[config.mk]
export PLATFORM = sky130hd
export DESIGN_NAME = var_bw_acc_flat
export DESIGN_NICKNAME = d
export VERILOG_FILES = /design/src/rtl/var_bw_acc_pkg.sv /design/src/rtl/var_bw_acc_if.sv /design/src/rtl/var_bw_acc_lane.sv /design/src/rtl/var_bw_acc.sv /design/src/flat_wrapper.sv
export SDC_FILE = /design/constraint.sdc
export NUM_CORES = 1
export LEC_CHECK = 0
export CAP_MARGIN = 0
export CORE_ASPECT_RATIO = 1.25
export CORE_MARGIN = 10
export CORE_UTILIZATION = 38
export DETAILED_ROUTE_END_ITERATION = 8
export PLACE_DENSITY_LB_ADDON = 0.3
export SYNTH_ARGS = -nofsm -noshare
export SYNTH_HDL_FRONTEND = slang
export SYNTH_SLANG_ARGS = --single-unit
export TNS_END_PERCENT = 50
[constraint.sdc]
create_clock -name clk -period 6.3 [get_ports clk]
set_input_delay 1.26 -clock clk [delete_from_list [all_inputs] [get_ports clk]]
set_output_delay 1.26 -clock clk [all_outputs]
set_load 0.05 [all_outputs]
[src/rtl/var_bw_acc_pkg.sv]
// Shared types and sum-bus field layout for the variable bit-width frame accumulator.
package var_bw_acc_pkg;

  typedef enum logic [1:0] {
    StIdle,
    StAccum,
    StHold
  } state_e;

  // Adder sum bus layout: parallel mode {hi[8:0], lo[8:0]}, full mode {1'b0, sum[16:0]}.
  localparam int unsigned SumW    = 18;
  localparam int unsigned LoLsb   = 0;
  localparam int unsigned LoMsb   = 8;
  localparam int unsigned HiLsb   = 9;
  localparam int unsigned HiMsb   = 17;
  localparam int unsigned FullMsb = 16;

  function automatic int unsigned lane_w(input int unsigned acc_w);
    return acc_w / 2;
  endfunction

endpackage

[src/rtl/var_bw_acc_if.sv]
// Beat input and frame-result output bundle between the adder side and the result consumer.
interface var_bw_acc_if #(
  parameter int unsigned ACC_W = 24,
  parameter int unsigned CNT_W = 8
);

  logic                              in_valid;
  logic                              in_ready;
  logic                              in_para_mode;
  logic [var_bw_acc_pkg::SumW-1:0]   in_p;
  logic                              in_last;
  logic                              out_valid;
  logic                              out_ready;
  logic                              out_para_mode;
  logic [ACC_W-1:0]                  out_acc;
  logic [1:0]                        out_ovf;
  logic                              out_err;
  logic [CNT_W-1:0]                  out_count;

  modport master (
    output in_valid, in_para_mode, in_p, in_last, out_ready,
    input  in_ready, out_valid, out_para_mode, out_acc, out_ovf, out_err, out_count
  );

  modport slave (
    input  in_valid, in_para_mode, in_p, in_last, out_ready,
    output in_ready, out_valid, out_para_mode, out_acc, out_ovf, out_err, out_count
  );

endinterface

[src/rtl/var_bw_acc_lane.sv]
// One accumulator lane: register plus adder with carry chaining and a sticky overflow flag.
module var_bw_acc_lane #(
  parameter int unsigned Width = 12
) (
  input  logic             clk,
  input  logic             rst_n,
  input  logic             load,
  input  logic             add_en,
  input  logic [Width-1:0] addend,
  input  logic             carry_in,
  output logic [Width-1:0] acc,
  output logic             carry_out,
  output logic             ovf
);

  logic [Width-1:0] acc_q;
  logic             ovf_q;
  logic [Width:0]   sum;

  // A load adds onto zero so the lo-lane carry into the hi lane stays correct on first beats.
  always_comb begin
    sum = {1'b0, (load ? '0 : acc_q)} + {1'b0, addend} + (Width + 1)'(carry_in);
  end

  assign carry_out = sum[Width];
  assign acc       = acc_q;
  assign ovf       = ovf_q;

  always_ff @(posedge clk or negedge rst_n) begin
    if (!rst_n) begin
      acc_q <= '0;
      ovf_q <= 1'b0;
    end else if (load) begin
      acc_q <= sum[Width-1:0];
      ovf_q <= sum[Width];
    end else if (add_en) begin
      acc_q <= sum[Width-1:0];
      ovf_q <= ovf_q | sum[Width];
    end
  end

endmodule

[src/rtl/var_bw_acc.sv]
// Frame accumulator: sums a frame of adder beats as one wide value or two independent lanes.
module var_bw_acc
  import var_bw_acc_pkg::*;
#(
  parameter int unsigned ACC_W = 24,
  parameter int unsigned CNT_W = 8
) (
  input logic         clk,
  input logic         rst_n,
  var_bw_acc_if.slave bus
);

  localparam int unsigned LaneW = lane_w(ACC_W);

  state_e           state_q, state_d;
  logic             mode_q, mode_d;
  logic             err_q, err_d;
  logic [CNT_W-1:0] count_q, count_d;

  logic             ready;
  logic             accept;
  logic             start;
  logic             add;
  logic             sel_para;

  logic [ACC_W-1:0] full_addend;
  logic [LaneW-1:0] lo_addend, hi_addend;
  logic [LaneW-1:0] lo_acc, hi_acc;
  logic             lo_cout, hi_cout, hi_cin;
  logic             lo_ovf, hi_ovf;

  assign accept = bus.in_valid & ready;

  always_comb begin
    state_d = state_q;
    mode_d  = mode_q;
    err_d   = err_q;
    count_d = count_q;
    ready   = 1'b1;
    start   = 1'b0;
    add     = 1'b0;
    case (state_q)
      StIdle: begin
        start = accept;
      end
      StAccum: begin
        if (accept) begin
          count_d = (count_q == '1) ? count_q : count_q + CNT_W'(1);
          // Mode-mismatched beats are counted and flagged but contribute no data.
          if (bus.in_para_mode != mode_q) begin
            err_d = 1'b1;
          end else begin
            add = 1'b1;
          end
          if (bus.in_last) begin
            state_d = StHold;
          end
        end
      end
      StHold: begin
        ready = bus.out_ready;
        if (bus.out_ready) begin
          if (accept) begin
            start = 1'b1;
          end else begin
            state_d = StIdle;
          end
        end
      end
      default: begin
        state_d = StIdle;
      end
    endcase
    if (start) begin
      mode_d  = bus.in_para_mode;
      count_d = CNT_W'(1);
      err_d   = 1'b0;
      state_d = bus.in_last ? StHold : StAccum;
    end
  end

  always_ff @(posedge clk or negedge rst_n) begin
    if (!rst_n) begin
      state_q <= StIdle;
      mode_q  <= 1'b0;
      err_q   <= 1'b0;
      count_q <= '0;
    end else begin
      state_q <= state_d;
      mode_q  <= mode_d;
      err_q   <= err_d;
      count_q <= count_d;
    end
  end

  // A frame-starting beat takes its own mode; later beats follow the latched frame mode.
  assign sel_para    = start ? bus.in_para_mode : mode_q;
  assign full_addend = ACC_W'(bus.in_p[FullMsb:0]);

  always_comb begin
    if (sel_para) begin
      lo_addend = LaneW'(bus.in_p[LoMsb:LoLsb]);
      hi_addend = LaneW'(bus.in_p[HiMsb:HiLsb]);
      hi_cin    = 1'b0;
    end else begin
      lo_addend = full_addend[LaneW-1:0];
      hi_addend = full_addend[ACC_W-1:LaneW];
      hi_cin    = lo_cout;
    end
  end

  var_bw_acc_lane #(
    .Width (LaneW)
  ) u_lo_lane (
    .clk       (clk),
    .rst_n     (rst_n),
    .load      (start),
    .add_en    (add),
    .addend    (lo_addend),
    .carry_in  (1'b0),
    .acc       (lo_acc),
    .carry_out (lo_cout),
    .ovf       (lo_ovf)
  );

  var_bw_acc_lane #(
    .Width (LaneW)
  ) u_hi_lane (
    .clk       (clk),
    .rst_n     (rst_n),
    .load      (start),
    .add_en    (add),
    .addend    (hi_addend),
    .carry_in  (hi_cin),
    .acc       (hi_acc),
    .carry_out (hi_cout),
    .ovf       (hi_ovf)
  );

  // hi_cout is consumed through the lane's own sticky flag.
  logic unused_hi_cout;
  assign unused_hi_cout = hi_cout;

  assign bus.in_ready      = ready;
  assign bus.out_valid     = (state_q == StHold);
  assign bus.out_para_mode = mode_q;
  assign bus.out_acc       = {hi_acc, lo_acc};
  // In full mode the carry out of the whole sum is the hi lane's carry.
  assign bus.out_ovf       = mode_q ? {hi_ovf, lo_ovf} : {1'b0, hi_ovf};
  assign bus.out_err       = err_q;
  assign bus.out_count     = count_q;

endmodule
[src/flat_wrapper.sv]
// flat-port wrapper written by rule: the top's interface ports become plain ports
module var_bw_acc_flat import var_bw_acc_pkg::*;
#(
  parameter int unsigned ACC_W = 24,
  parameter int unsigned CNT_W = 8
)
  (clk, rst_n, bus_in_valid, bus_in_para_mode, bus_in_p, bus_in_last, bus_out_ready, bus_in_ready, bus_out_valid, bus_out_para_mode, bus_out_acc, bus_out_ovf, bus_out_err, bus_out_count);
  var_bw_acc_if #(.ACC_W(ACC_W), .CNT_W(CNT_W)) bus_i ();
  input logic clk;
  input logic rst_n;
  input wire logic [$bits(bus_i.in_valid)-1:0] bus_in_valid;
  input wire logic [$bits(bus_i.in_para_mode)-1:0] bus_in_para_mode;
  input wire logic [$bits(bus_i.in_p)-1:0] bus_in_p;
  input wire logic [$bits(bus_i.in_last)-1:0] bus_in_last;
  input wire logic [$bits(bus_i.out_ready)-1:0] bus_out_ready;
  output wire logic [$bits(bus_i.in_ready)-1:0] bus_in_ready;
  output wire logic [$bits(bus_i.out_valid)-1:0] bus_out_valid;
  output wire logic [$bits(bus_i.out_para_mode)-1:0] bus_out_para_mode;
  output wire logic [$bits(bus_i.out_acc)-1:0] bus_out_acc;
  output wire logic [$bits(bus_i.out_ovf)-1:0] bus_out_ovf;
  output wire logic [$bits(bus_i.out_err)-1:0] bus_out_err;
  output wire logic [$bits(bus_i.out_count)-1:0] bus_out_count;
  assign bus_i.in_valid = bus_in_valid;
  assign bus_i.in_para_mode = bus_in_para_mode;
  assign bus_i.in_p = bus_in_p;
  assign bus_i.in_last = bus_in_last;
  assign bus_i.out_ready = bus_out_ready;
  assign bus_in_ready = bus_i.in_ready;
  assign bus_out_valid = bus_i.out_valid;
  assign bus_out_para_mode = bus_i.out_para_mode;
  assign bus_out_acc = bus_i.out_acc;
  assign bus_out_ovf = bus_i.out_ovf;
  assign bus_out_err = bus_i.out_err;
  assign bus_out_count = bus_i.out_count;
  var_bw_acc #(.ACC_W(ACC_W), .CNT_W(CNT_W)) u_core (.clk(clk), .rst_n(rst_n), .bus(bus_i));
endmodule
==> results of run 1 <==
==> area by class of cell <==
type | instances | area [um^2] | area share (%)
Tap cell | 92 | 115 | 3.16
Clock inverter | 2 | 12.5 | 0.343
Sequential cell | 38 | 951 | 26.1
Timing Repair Buffer | 63 | 621 | 17.0
Inverter | 8 | 30.0 | 0.824
Clock buffer | 6 | 82.6 | 2.26
Multi-Input combinational cell | 275 | 1830 | 50.3
==> logic make-up after synthesis <==
group                      synth area share, %
and+or+nand+nor                           25.4
adders and majority gates                 11.2
xor gates and xnor gates                  4.84
muxes                                     4.15
buffers and inverters                     3.76
AOI/OAI and AO/OA                         17.9
DFF                                       32.9
==> power groups by stage <==
stage                     clock (mW)  combinational [mW]  sequential, mW
after floorplan                    0               0.481           0.660
after global placement             0                1.03           0.403
after detailed placement           0                1.04           0.405
after CTS                      0.186                1.05           0.401
after global routing           0.200                1.13           0.414
final                          0.180                1.04           0.399
==> worst max path at each step <==
| stage | depth (start not counted) | slack, ns | startpoint | endpoint |
|---|---|---|---|---|
| after floorplan | 19 | 1.07 | bus_in_valid | u_core.u_hi_lane.acc[8] |
| after global placement | 18 | 0.34 | bus_in_valid | u_core.u_hi_lane.acc[8] |
| after detailed placement | 18 | 0.26 | bus_in_valid | u_core.u_hi_lane.acc[8] |
| after CTS | 18 | 0.54 | bus_in_valid | u_core.u_hi_lane.acc[10] |
| after global routing | 18 | 0.26 | bus_in_valid | u_core.u_hi_lane.acc[10] |
| final | 18 | 0.55 | bus_in_valid | u_core.u_hi_lane.acc[10] |
==> layer usage <==
metal	global-route usage, %	share of wire [%]	up-vias
met5	0	0	-
met4	3.10	0.73	0
met3	4.40	7.4	6
met2	22.6	50	69
met1	14.8	42	1235
li1	-	-	1294
==> registers in the layout, summed over array words and instances, names as in the netlist <==
name	flops
u_core.u_hi_lane.acc	12
u_core.u_lo_lane.acc	12
u_core.bus.out_count	8
u_core.state_q	2
u_core.bus.out_err	1
u_core.bus.out_para_mode	1
u_core.u_hi_lane.ovf	1
u_core.u_lo_lane.ovf	1
==> worst reg2reg max path, delay by kind of cell, from the launching register on <==
kind | cells | cell delay, ns
AO/OA/AOI/OAI | 8 | 1.48
adder cells (fa/ha/maj) | 4 | 1.45
flip-flops | 1 | 0.48
multiplexers | 1 | 0.20
AND/OR/NAND/NOR | 4 | 1.04
==> stage by stage <==
step,utilization [%],cells
after floorplan,-,333
after CTS,49.3,484
final,49.3,484
after detailed placement,48.0,476
after global routing,49.3,484
after global placement,48.0,476
==> cell usage in the layout, fill, tap and decap left out, types with 7 or more instances in the layout <==
cell                               n
sky130_fd_sc_hd__clkdlybuf4s50_1  60
sky130_fd_sc_hd__nand2_1          47
sky130_fd_sc_hd__dfrtp_1          38
sky130_fd_sc_hd__and2_1           29
sky130_fd_sc_hd__a21oi_1          27
sky130_fd_sc_hd__ha_1             21
sky130_fd_sc_hd__o21ai_0          20
sky130_fd_sc_hd__nor2_1           20
sky130_fd_sc_hd__xor2_1           13
sky130_fd_sc_hd__nand3_1           8
sky130_fd_sc_hd__nor3_1            8
sky130_fd_sc_hd__inv_1             7
sky130_fd_sc_hd__a21o_1            7
==> load_flow_metrics.sql, run 1 <==
INSERT INTO impl_metrics (metric_group, metric, value, unit) VALUES
('run_status', 'run_status', 'complete, no violations', ''),
('timing', 'setup_slack', '0.546', 'ns'),
('logic_synthesis', 'synth_area_per_cell', '8.69', 'um^2'),
('power_and_ir_drop', 'power.density', '444', 'mW/mm^2'),
('logic_synthesis', 'post_synth_most_frequent_cells', 'sky130_fd_sc_hd__nand2_1, sky130_fd_sc_hd__dfrtp_1, sky130_fd_sc_hd__and2_1', ''),
('clock_tree', 'post_cts.resized_instances', '0', ''),
('grt', 'antenna_found_initial', '0', ''),
('power_and_ir_drop', 'pwr-share-comb', '64.3', '%'),
('clock_tree', 'cts_hold_repair.buffers', '0', ''),
('timing', 'finalHoldViolations', '0', ''),
('critical_path', 'cp_slowest_cell', 'sky130_fd_sc_hd__clkdlybuf4s50_1', ''),
('grt', 'track_usage', '13.0', '%'),
('timing', 'setup-violations-final', '0', ''),
('critical_path', 'regToRegEndpoint', 'u_core.u_hi_lane.acc[10]', ''),
('floorplan', 'initial_utilization', '39.1', '%'),
('placement', 'dp_hpwl', '5770', 'um'),
('logic_synthesis', 'yosysTopAreaCell', 'sky130_fd_sc_hd__dfrtp_1', ''),
('logic_synthesis', 'count_leader_synth', 'sky130_fd_sc_hd__nand2_1', ''),
('critical_path', 'timing.rr.start', 'u_core.state_q[1]', ''),
('floorplan', 'die-area', '0.0115', 'mm^2'),
('timing', 'slew_viol_final', '0', ''),
('hold_path', 'min_delay_worst_type', 'register to register', ''),
('route', 'via_per_inst', '5.38', ''),
('clock_tree', 'cts_buffer_depth', '2', ''),
('logic_synthesis', 'synth_async_sr_flop_share', '100', '%'),
('clock_tree', 'cts_made_buffers', '5', ''),
('final_layout', 'fraction_of_layout_cells_with_a_size_suffix_above_1', '5.87', '%'),
('grt', 'maximum_number_of_pins_on_one_net_before_global_route_repair', '39', ''),
('timing', 'fin_crit_sh', '91.3', '%'),
('critical_path', 'path_max_fanout', '19', ''),
('logic_synthesis', 'synth_seq_cells', '38', ''),
('power_and_ir_drop', 'peak_vdd_ir', '0.000190', 'V'),
('timing', 'fin_crit', '5.75', 'ns'),
('power_and_ir_drop', 'netSwitchingPower', '0.814', 'mW'),
('floorplan', 'die_height', '118', 'um'),
('clock_tree', 'source_to_sink_clock_delay_at_the_later_pin_of_the_worst_skew_pair', '0.29', 'ns'),
('critical_path', 'end_kind', 'register', ''),
('logic_synthesis', 'synth_edf_count', '0', ''),
('critical_path', 'worst_ep_required_time', '6.52', 'ns'),
('timing', 'finClkSkew', '0.00914', 'ns'),
('power_and_ir_drop', 'seqPwrFrac', '24.6', '%'),
('route', 'detail_route.first_pass.iterations', '4', ''),
('critical_path', 'path_cells', 'clkdlybuf4s50_1 -> inv_2 -> or3_4 -> and2_1 -> ha_1 -> fa_1 -> a21oi_1 -> o2111ai_1 -> o21ai_0 -> o21ai_0 -> and2_1 -> fa_1 -> fa_1 -> a21o_1 -> o2111ai_1 -> a21oi_1 -> a31oi_1 -> mux2i_1', ''),
('placement', 'gp_congestion', '0.903', ''),
('placement', 'placed_area', '0.00355', 'mm^2'),
('logic_synthesis', 'synth_cells', '333', ''),
('critical_path', 'critical_path.startpoint_type', 'input port', ''),
('timing', 'setup_total_negative_slack', '0', 'ns'),
('floorplan', 'fp-row-count', '35', ''),
('power_and_ir_drop', 'p_int', '0.807', 'mW'),
('route', 'routed_wire_length_per_instance', '15.6', 'um'),
('timing', 'worst_slew_pin_slew', '0.866', 'ns'),
('grt', 'grt_pass1_vias', '2710', ''),
('timing', 'maximum_achievable_frequency', '174', 'MHz'),
('critical_path', 'ff2ff_path_depth', '17', ''),
('critical_path', 'critical_path_buf_inv_count', '2', ''),
('power_and_ir_drop', 'swShare', '50.2', '%'),
('grt', 'overflow', '0', ''),
('timing', 'whs', '0.501', 'ns'),
('logic_synthesis', 'synthesis.area', '0.00289', 'mm^2'),
('clock_tree', 'cts.sinks', '38', ''),
('route', 'post-route-drc-count', '0', ''),
('floorplan', 'die-width', '98.1', 'um'),
('critical_path', 'criticalPathCategory', 'input port to register', ''),
('power_and_ir_drop', 'fin_total_pwr', '1.62', 'mW'),
('floorplan', 'core_area', '0.00740', 'mm^2'),
('route', 'drt_first_iter_violations', '80', ''),
('clock_tree', 'post-cts-setup-buffers', '0', ''),
('clock_tree', 'cts-htree-levels', '2', ''),
('final_layout', 'post_route_cell_area', '0.00365', 'mm^2'),
('logic_synthesis', 'synth_seq_area_share', '32.9', '%');
Note: power is estimated with default switching activity, not from simulation.
==> run 2, diff against run 1 <==
--- a/config.mk
+++ b/config.mk
@@ -5,6 +5,7 @@
 export SDC_FILE = /design/constraint.sdc
 export NUM_CORES = 1
 export LEC_CHECK = 0
+export ABC_AREA = 1
 export CAP_MARGIN = 0
 export CORE_ASPECT_RATIO = 1.25
 export CORE_MARGIN = 10
==> load_flow_metrics.sql, run 2 <==
INSERT INTO impl_metrics (metric_group, metric, value, unit) VALUES
('placement', 'placedCellCount', '606', ''),
('power_and_ir_drop', 'pwr-share-clk', '12.6', '%'),
('final_layout', 'layout_area_overhead', '26.7', '%'),
('final_layout', 'fraction_of_layout_cells_with_a_size_suffix_above_1', '4.82', '%'),
('grt', 'maximum_number_of_pins_on_one_net_before_global_route_repair', '39', ''),
('logic_synthesis', 'synth_seq_cells', '38', ''),
('floorplan', 'die-area', '0.0119', 'mm^2'),
('power_and_ir_drop', 'swShare', '51.8', '%'),
('grt', 'track_usage', '13.6', '%'),
('floorplan', 'die_height', '120', 'um'),
('power_and_ir_drop', 'power.density', '450', 'mW/mm^2'),
('clock_tree', 'cts_buffer_depth', '2', ''),
('critical_path', 'criticalPathCategory', 'input port to register', ''),
('timing', 'maximum_achievable_frequency', '187', 'MHz'),
('logic_synthesis', 'yosysTopAreaCell', 'sky130_fd_sc_hd__dfrtp_1', ''),
('timing', 'fin_crit_sh', '84.7', '%'),
('floorplan', 'die-width', '99.6', 'um'),
('final_layout', 'fin_nets', '566', ''),
('timing', 'setup-violations-final', '0', ''),
('logic_synthesis', 'synth_edf_count', '0', ''),
('grt', 'grt_pass1_vias', '2988', ''),
('clock_tree', 'cts_made_buffers', '5', ''),
('clock_tree', 'post-cts-setup-buffers', '0', ''),
('power_and_ir_drop', 'static-leakage-power', '2.03', 'nW'),
('route', 'detail_route.first_pass.iterations', '4', ''),
('critical_path', 'r2r_setup_slack', '1.91', 'ns'),
('critical_path', 'worst_ep_required_time', '6.50', 'ns'),
('placement', 'dp_hpwl', '6160', 'um'),
('route', 'post-route-drc-count', '0', ''),
('clock_tree', 'cts_hold_repair.buffers', '0', ''),
('logic_synthesis', 'synthesis.area', '0.00301', 'mm^2'),
('hold_path', 'worstHoldPathCells', '2', ''),
('power_and_ir_drop', 'netSwitchingPower', '0.889', 'mW'),
('clock_tree', 'post_cts.resized_instances', '0', ''),
('logic_synthesis', 'synth_async_sr_flop_share', '100', '%'),
('job', 'timing.max_cap.violations', '0', ''),
('critical_path', 'ff2ff_path_depth', '29', ''),
('power_and_ir_drop', 'fin_total_pwr', '1.71', 'mW'),
('logic_synthesis', 'post_synth_most_frequent_cells', 'sky130_fd_sc_hd__nand2_1, sky130_fd_sc_hd__inv_1, sky130_fd_sc_hd__nor2_1', ''),
('critical_path', 'cp_slowest_cell', 'sky130_fd_sc_hd__o21ai_2', ''),
('logic_synthesis', 'synth.top_cell.area_share', '31.6', '%'),
('placement', 'io_buffers', '61', ''),
('logic_synthesis', 'yosys.cell_types.count', '33', ''),
('route', 'met2RoutedLength', '3950', 'um'),
('timing', 'relSlewSlack', '40.9', '%'),
('critical_path', 'critical_path.max_stage_delay', '0.52', 'ns'),
('floorplan', 'core_area', '0.00775', 'mm^2'),
('route', 'drt_first_iter_violations', '98', ''),
('floorplan', 'fp-row-count', '36', ''),
('grt', 'antenna_found_initial', '0', ''),
('final_layout', 'post_route_cell_area', '0.00381', 'mm^2'),
('final_layout', 'final_cells', '614', ''),
('clock_tree', 'clk_pin_slew_worst_paths', '0.08', 'ns'),
('power_and_ir_drop', 'seqPwrFrac', '23.1', '%'),
('power_and_ir_drop', 'peak_vdd_ir', '0.000224', 'V'),
('route', 'route.top_layer_used', 'met4', ''),
('timing', 'setup_slack', '0.962', 'ns'),
('grt', 'grt_pass1_wl', '13600', 'um'),
('floorplan', 'ioPinCount', '62', ''),
('logic_synthesis', 'synth-main-ff-cell', 'sky130_fd_sc_hd__dfrtp_1', ''),
('route', 'vias', '2948', ''),
('placement', 'placed_area', '0.00370', 'mm^2'),
('route', 'met3_wirelength_from_detailed_routing', '443', 'um'),
('run_status', 'run_status', 'complete, no violations', ''),
('route', 'wire_length_after_detailed_routing', '7880', 'um'),
('timing', 'worst_slew_pin_slew', '0.887', 'ns'),
('logic_synthesis', 'synthesis.nets', '504', ''),
('power_and_ir_drop', 'p_int', '0.826', 'mW'),
('clock_tree', 'source_to_sink_clock_delay_at_the_later_pin_of_the_worst_skew_pair', '0.30', 'ns'),
('hold_path', 'min_delay_worst_type', 'register to register', ''),
('critical_path', 'timing.critical_path.arrival', '5.54', 'ns'),
('timing', 'rsz_0062_raised_after_global_routing', 'no', ''),
('timing', 'slew_viol_final', '0', ''),
('logic_synthesis', 'synth_warnings', '0', ''),
('clock_tree', 'tritoncts', 'built', ''),
('route', 'routed_wire_length_per_instance', '12.8', 'um'),
('placement', 'dp_worst_setup_slack', '0.683', 'ns'),
('route', 'drt-met1-wl', '3330', 'um'),
('critical_path', 'end_kind', 'register', ''),
('route', 'via_per_inst', '4.80', ''),
('power_and_ir_drop', 'pwr-share-comb', '64.3', '%'),
('logic_synthesis', 'synth_seq_area_share', '31.6', '%'),
('timing', 'fin_crit', '5.34', 'ns'),
('critical_path', 'path_max_fanout', '15', ''),
('clock_tree', 'cts-htree-levels', '2', ''),
('timing', 'finClkSkew', '0.00643', 'ns'),
('floorplan', 'initial_utilization', '38.9', '%'),
('grt', 'overflow', '0', ''),
('critical_path', 'worst_path_most_repeated_cell', 'sky130_fd_sc_hd__nand2_1', ''),
('clock_tree', 'cts.sinks', '38', ''),
('logic_synthesis', 'count_leader_synth', 'sky130_fd_sc_hd__nand2_1', ''),
('final_layout', 'layout.cells.most_common', 'sky130_fd_sc_hd__nand2_1', ''),
('timing', 'setup_total_negative_slack', '0', 'ns'),
('logic_synthesis', 'synth_cells', '456', ''),
('final_layout', 'highest_count_cells_in_the_layout_ignoring_fill_and_taps', 'sky130_fd_sc_hd__nand2_1, sky130_fd_sc_hd__inv_1, sky130_fd_sc_hd__clkdlybuf4s50_1, sky130_fd_sc_hd__nor2_1, sky130_fd_sc_hd__dfrtp_1', ''),
('timing', 'finalHoldViolations', '0', ''),
('logic_synthesis', 'netlist_top_cells_area', 'sky130_fd_sc_hd__dfrtp_1, sky130_fd_sc_hd__nand2_1, sky130_fd_sc_hd__inv_1', ''),
('final_layout', 'antenna_cells_inserted', '0', ''),
('route', 'number_of_nets_with_antenna_violations_after_routing', '0', ''),
('placement', 'gp_congestion', '0.923', ''),
('critical_path', 'critical_path.startpoint_type', 'input port', ''),
('logic_synthesis', 'synth_area_per_cell', '6.60', 'um^2'),
('clock_tree', 'cts_root_buf', 'sky130_fd_sc_hd__clkbuf_8', '');
run 2: cell count changes in the layout (fill, tap and decap cells not counted), sizes merged, moves of 7 or more:
cell	previous run	this run
nand2	47	144
and2	29	0
xor2	13	5
a21oi	27	12
inv	8	78
nor2	20	58
nand3	8	33
o21ai	20	27
run 2: cell families (layout without fill, tap and decap cells):
kind of cell / after synthesis / count (layout) / share of synthesized area [%]
buf+inv: 85 / 148 / 11.1
flops: 38 / 38 / 31.6
compound gates: 47 / 47 / 8.56
simple gates: 252 / 252 / 35.1
fa+ha+maj: 24 / 24 / 10.7
xor+xnor: 10 / 10 / 2.91
run 2: per-layer routing:
layer	up-vias	track usage, %
li1	1541	-
met1	1337	15.0
met2	59	24.1
met3	11	3.85
met4	0	4.94
met5	-	0
run 2: path summary, 6_finish.rpt:
check / from / endpoint
worst min-delay path: u_core.u_lo_lane.ovf / u_core.u_lo_lane.ovf
worst max register to register: u_core.state_q[0] / u_core.u_hi_lane.acc[10]
min in group asynchronous: rst_n / u_core.bus.out_count[2]
max in group asynchronous: rst_n / u_core.u_hi_lane.acc[5]
worst min register to register: u_core.u_lo_lane.ovf / u_core.u_lo_lane.ovf
worst max-delay path: bus_in_valid / u_core.u_hi_lane.acc[10]
run 2: layout make-up:
type | count | area [um^2]
clock inverters | 3 | 45.0
inverters | 78 | 293
flip-flops and latches | 38 | 951
clock buffers | 5 | 68.8
multi-input cells | 333 | 1730
fillers | 807 | 3930
repair buffers | 62 | 613
well taps | 95 | 119
run 2: power by group through the flow:
stage	logic [mW]	registers (mW)	clock network (mW)
after floorplan	0.513	0.676	0
after global placement	1.10	0.398	0
after detailed placement	1.11	0.402	0
after CTS	1.11	0.397	0.222
after global routing	1.22	0.410	0.234
final	1.10	0.396	0.217
run 2: worst max-delay path, delay by kind of cell:
| kind | cells | cell delay (ns) |
|---|---|---|
| AND/OR/NAND/NOR | 17 | 1.58 |
| adder cells (fa/ha/maj) | 3 | 1.14 |
| buffers and inverters | 6 | 0.84 |
| AO/OA/AOI/OAI | 2 | 0.69 |
run 2: metrics by stage:
step	util [%]	hold WS (ns)
after floorplan	-	0.449
after global placement	47.8	0.467
after detailed placement	47.8	0.487
after CTS	49.2	0.509
after global routing	49.2	0.536
final	49.2	0.503
==> run 3, diff against run 2 <==
==> constraint.sdc (replaced) <==
create_clock -name clk -period 5.4 [get_ports clk]
set_input_delay 1.08 -clock clk [delete_from_list [all_inputs] [get_ports clk]]
set_output_delay 1.08 -clock clk [all_outputs]
set_load 0.05 [all_outputs]
==> load_flow_metrics.sql, run 3 (synthesis gave the netlist of run 2 again) <==
INSERT INTO impl_metrics (metric_group, metric, value, unit) VALUES
('timing', 'finClkSkew', '0.00745', 'ns'),
('timing', 'rsz_0062_raised_after_global_routing', 'no', ''),
('clock_tree', 'cts-htree-levels', '2', ''),
('clock_tree', 'post_cts.resized_instances', '0', ''),
('run_status', 'run_status', 'complete, no violations', ''),
('floorplan', 'core_area', '0.00775', 'mm^2'),
('floorplan', 'initial_utilization', '38.9', '%'),
('timing', 'finalHoldViolations', '0', ''),
('final_layout', 'fin_nets', '569', ''),
('hold_path', 'min_delay_worst_type', 'register to register', ''),
('placement', 'io_buffers', '61', ''),
('grt', 'grt_pass1_wl', '13600', 'um'),
('floorplan', 'fp-row-count', '36', ''),
('route', 'post-route-drc-count', '0', ''),
('timing', 'setup_slack', '0.570', 'ns'),
('job', 'timing.max_cap.violations', '0', ''),
('grt', 'antenna_found_initial', '0', ''),
('critical_path', 'criticalPathCategory', 'input port to register', ''),
('critical_path', 'worst_path_most_repeated_cell', 'sky130_fd_sc_hd__nand3_1', ''),
('timing', 'setup-violations-final', '0', ''),
('grt', 'grt_pass1_vias', '3015', ''),
('critical_path', 'timing.critical_path.arrival', '4.99', 'ns'),
('critical_path', 'path_cells', 'clkdlybuf4s50_1 -> inv_1 -> nor2_1 -> nand2_4 -> inv_2 -> buf_4 -> nor2_1 -> ha_1 -> fa_1 -> nand3_1 -> nand3_1 -> nand2_1 -> nand2_1 -> nand2_1 -> inv_1 -> fa_1 -> fa_1 -> nand3_1 -> nand3_1 -> or2_2 -> nand3_1 -> o21ai_0', ''),
('power_and_ir_drop', 'static-leakage-power', '2.07', 'nW'),
('clock_tree', 'cts_made_buffers', '5', ''),
('timing', 'fin_crit_sh', '89.4', '%'),
('clock_tree', 'cts_hold_repair.buffers', '0', ''),
('final_layout', 'highest_count_cells_in_the_layout_ignoring_fill_and_taps', 'sky130_fd_sc_hd__nand2_1, sky130_fd_sc_hd__inv_1, sky130_fd_sc_hd__clkdlybuf4s50_1, sky130_fd_sc_hd__nor2_1, sky130_fd_sc_hd__dfrtp_1', ''),
('placement', 'dp_hpwl', '6250', 'um'),
('route', 'vias', '3001', ''),
('route', 'drt_first_iter_violations', '113', ''),
('timing', 'fin_crit', '4.83', 'ns'),
('placement', 'dp_worst_setup_slack', '0.254', 'ns'),
('critical_path', 'critical_path.startpoint_type', 'input port', ''),
('clock_tree', 'cts_root_buf', 'sky130_fd_sc_hd__clkbuf_8', ''),
('final_layout', 'fraction_of_layout_cells_with_a_size_suffix_above_1', '5.36', '%'),
('route', 'number_of_nets_with_antenna_violations_after_routing', '0', ''),
('power_and_ir_drop', 'power.density', '534', 'mW/mm^2'),
('final_layout', 'layout_area_overhead', '28.4', '%'),
('final_layout', 'layout.cells.most_common', 'sky130_fd_sc_hd__nand2_1', ''),
('floorplan', 'die-area', '0.0119', 'mm^2'),
('clock_tree', 'source_to_sink_clock_delay_at_the_later_pin_of_the_worst_skew_pair', '0.30', 'ns'),
('route', 'detail_route.first_pass.iterations', '4', ''),
('final_layout', 'finished_core_util', '49.9', '%'),
('critical_path', 'cp_slowest_cell', 'sky130_fd_sc_hd__clkdlybuf4s50_1', ''),
('grt', 'overflow', '0', ''),
('route', 'wire_length_after_detailed_routing', '8020', 'um'),
('timing', 'worst_slew_pin_slew', '0.889', 'ns'),
('floorplan', 'die-width', '99.6', 'um'),
('clock_tree', 'cts.sinks', '38', ''),
('clock_tree', 'cts_buffer_depth', '2', ''),
('timing', 'maximum_achievable_frequency', '207', 'MHz'),
('final_layout', 'antenna_cells_inserted', '0', ''),
('critical_path', 'worst_ep_required_time', '5.56', 'ns'),
('timing', 'slew_viol_final', '0', ''),
('grt', 'maximum_number_of_pins_on_one_net_before_global_route_repair', '39', ''),
('floorplan', 'ioPinCount', '62', ''),
('clock_tree', 'tritoncts', 'built', ''),
('floorplan', 'die_height', '120', 'um'),
('clock_tree', 'clk_pin_slew_worst_paths', '0.08', 'ns'),
('timing', 'relSlewSlack', '40.7', '%'),
('critical_path', 'end_kind', 'register', ''),
('placement', 'gp_congestion', '0.927', ''),
('critical_path', 'critical_path.max_stage_delay', '0.50', 'ns'),
('critical_path', 'path_max_fanout', '8', ''),
('timing', 'setup_total_negative_slack', '0', 'ns'),
('clock_tree', 'post-cts-setup-buffers', '0', ''),
('grt', 'track_usage', '13.6', '%'),
('route', 'via_per_inst', '4.86', ''),
('route', 'routed_wire_length_per_instance', '13.0', 'um'),
('power_and_ir_drop', 'peak_vdd_ir', '0.000279', 'V');
[run 3: cell type report]
class	instances	area, um^2
clock inverter	2	60.1
clock buffer	6	82.6
sequential	38	951
inverter	78	293
tap	95	119
timing repair buffer	65	636
multi-input combinational	333	1730
fill	794	3880
[run 3: path summary, 6_finish.rpt]
kind                                 startpoint  cells past startpoint                      end  slack [ns]
max in group asynchronous                 rst_n                      1  u_core.u_hi_lane.acc[1]        3.94
max reg2reg                   u_core.state_q[0]                     24  u_core.u_hi_lane.acc[4]        1.45
max                                bus_in_valid                     22  u_core.u_hi_lane.acc[4]        0.57
min                        u_core.u_lo_lane.ovf                      2     u_core.u_lo_lane.ovf        0.50
min in group asynchronous                 rst_n                      1  u_core.bus.out_count[0]        0.90
min reg2reg                u_core.u_lo_lane.ovf                      2     u_core.u_lo_lane.ovf        0.50
[run 3: routing by layer]
| layer | GRT usage (%) | share of wire (%) | wire (um) |
|---|---|---|---|
| met1 | 14.5 | 42 | 3390 |
| met2 | 25.0 | 51 | 4060 |
| met3 | 3.90 | 5.6 | 450 |
| met4 | 3.77 | 1.5 | 119 |
| met5 | 0 | 0 | 0 |
[run 3: stage by stage]
stage / hold WS [ns] / cells / cell area (um^2) / total power [mW]
2_1_floorplan: 0.449 / 456 / 3010 / 1.39
5_1_grt: 0.525 / 617 / 3870 / 2.24
3_3_place_gp: 0.473 / 609 / 3720 / 1.75
3_5_place_dp: 0.474 / 609 / 3720 / 1.76
4_1_cts: 0.495 / 617 / 3870 / 2.09
6_report: 0.501 / 617 / 3870 / 2.07
[run 3: worst max-delay path, delay by kind of cell]
kind	cells	cell delay, ns
AO/OA/AOI/OAI	1	0.10
adder cells (fa/ha/maj)	4	1.51
buffers and inverters	5	0.94
AND/OR/NAND/NOR	12	1.35
[run 3: power by group]
part	internal, mW	total, mW	switching (mW)	leakage, nW
combinational	0.447	1.30	0.848	1.51
clock	0.197	0.310	0.112	0.0714
sequential	0.384	0.461	0.0768	0.483
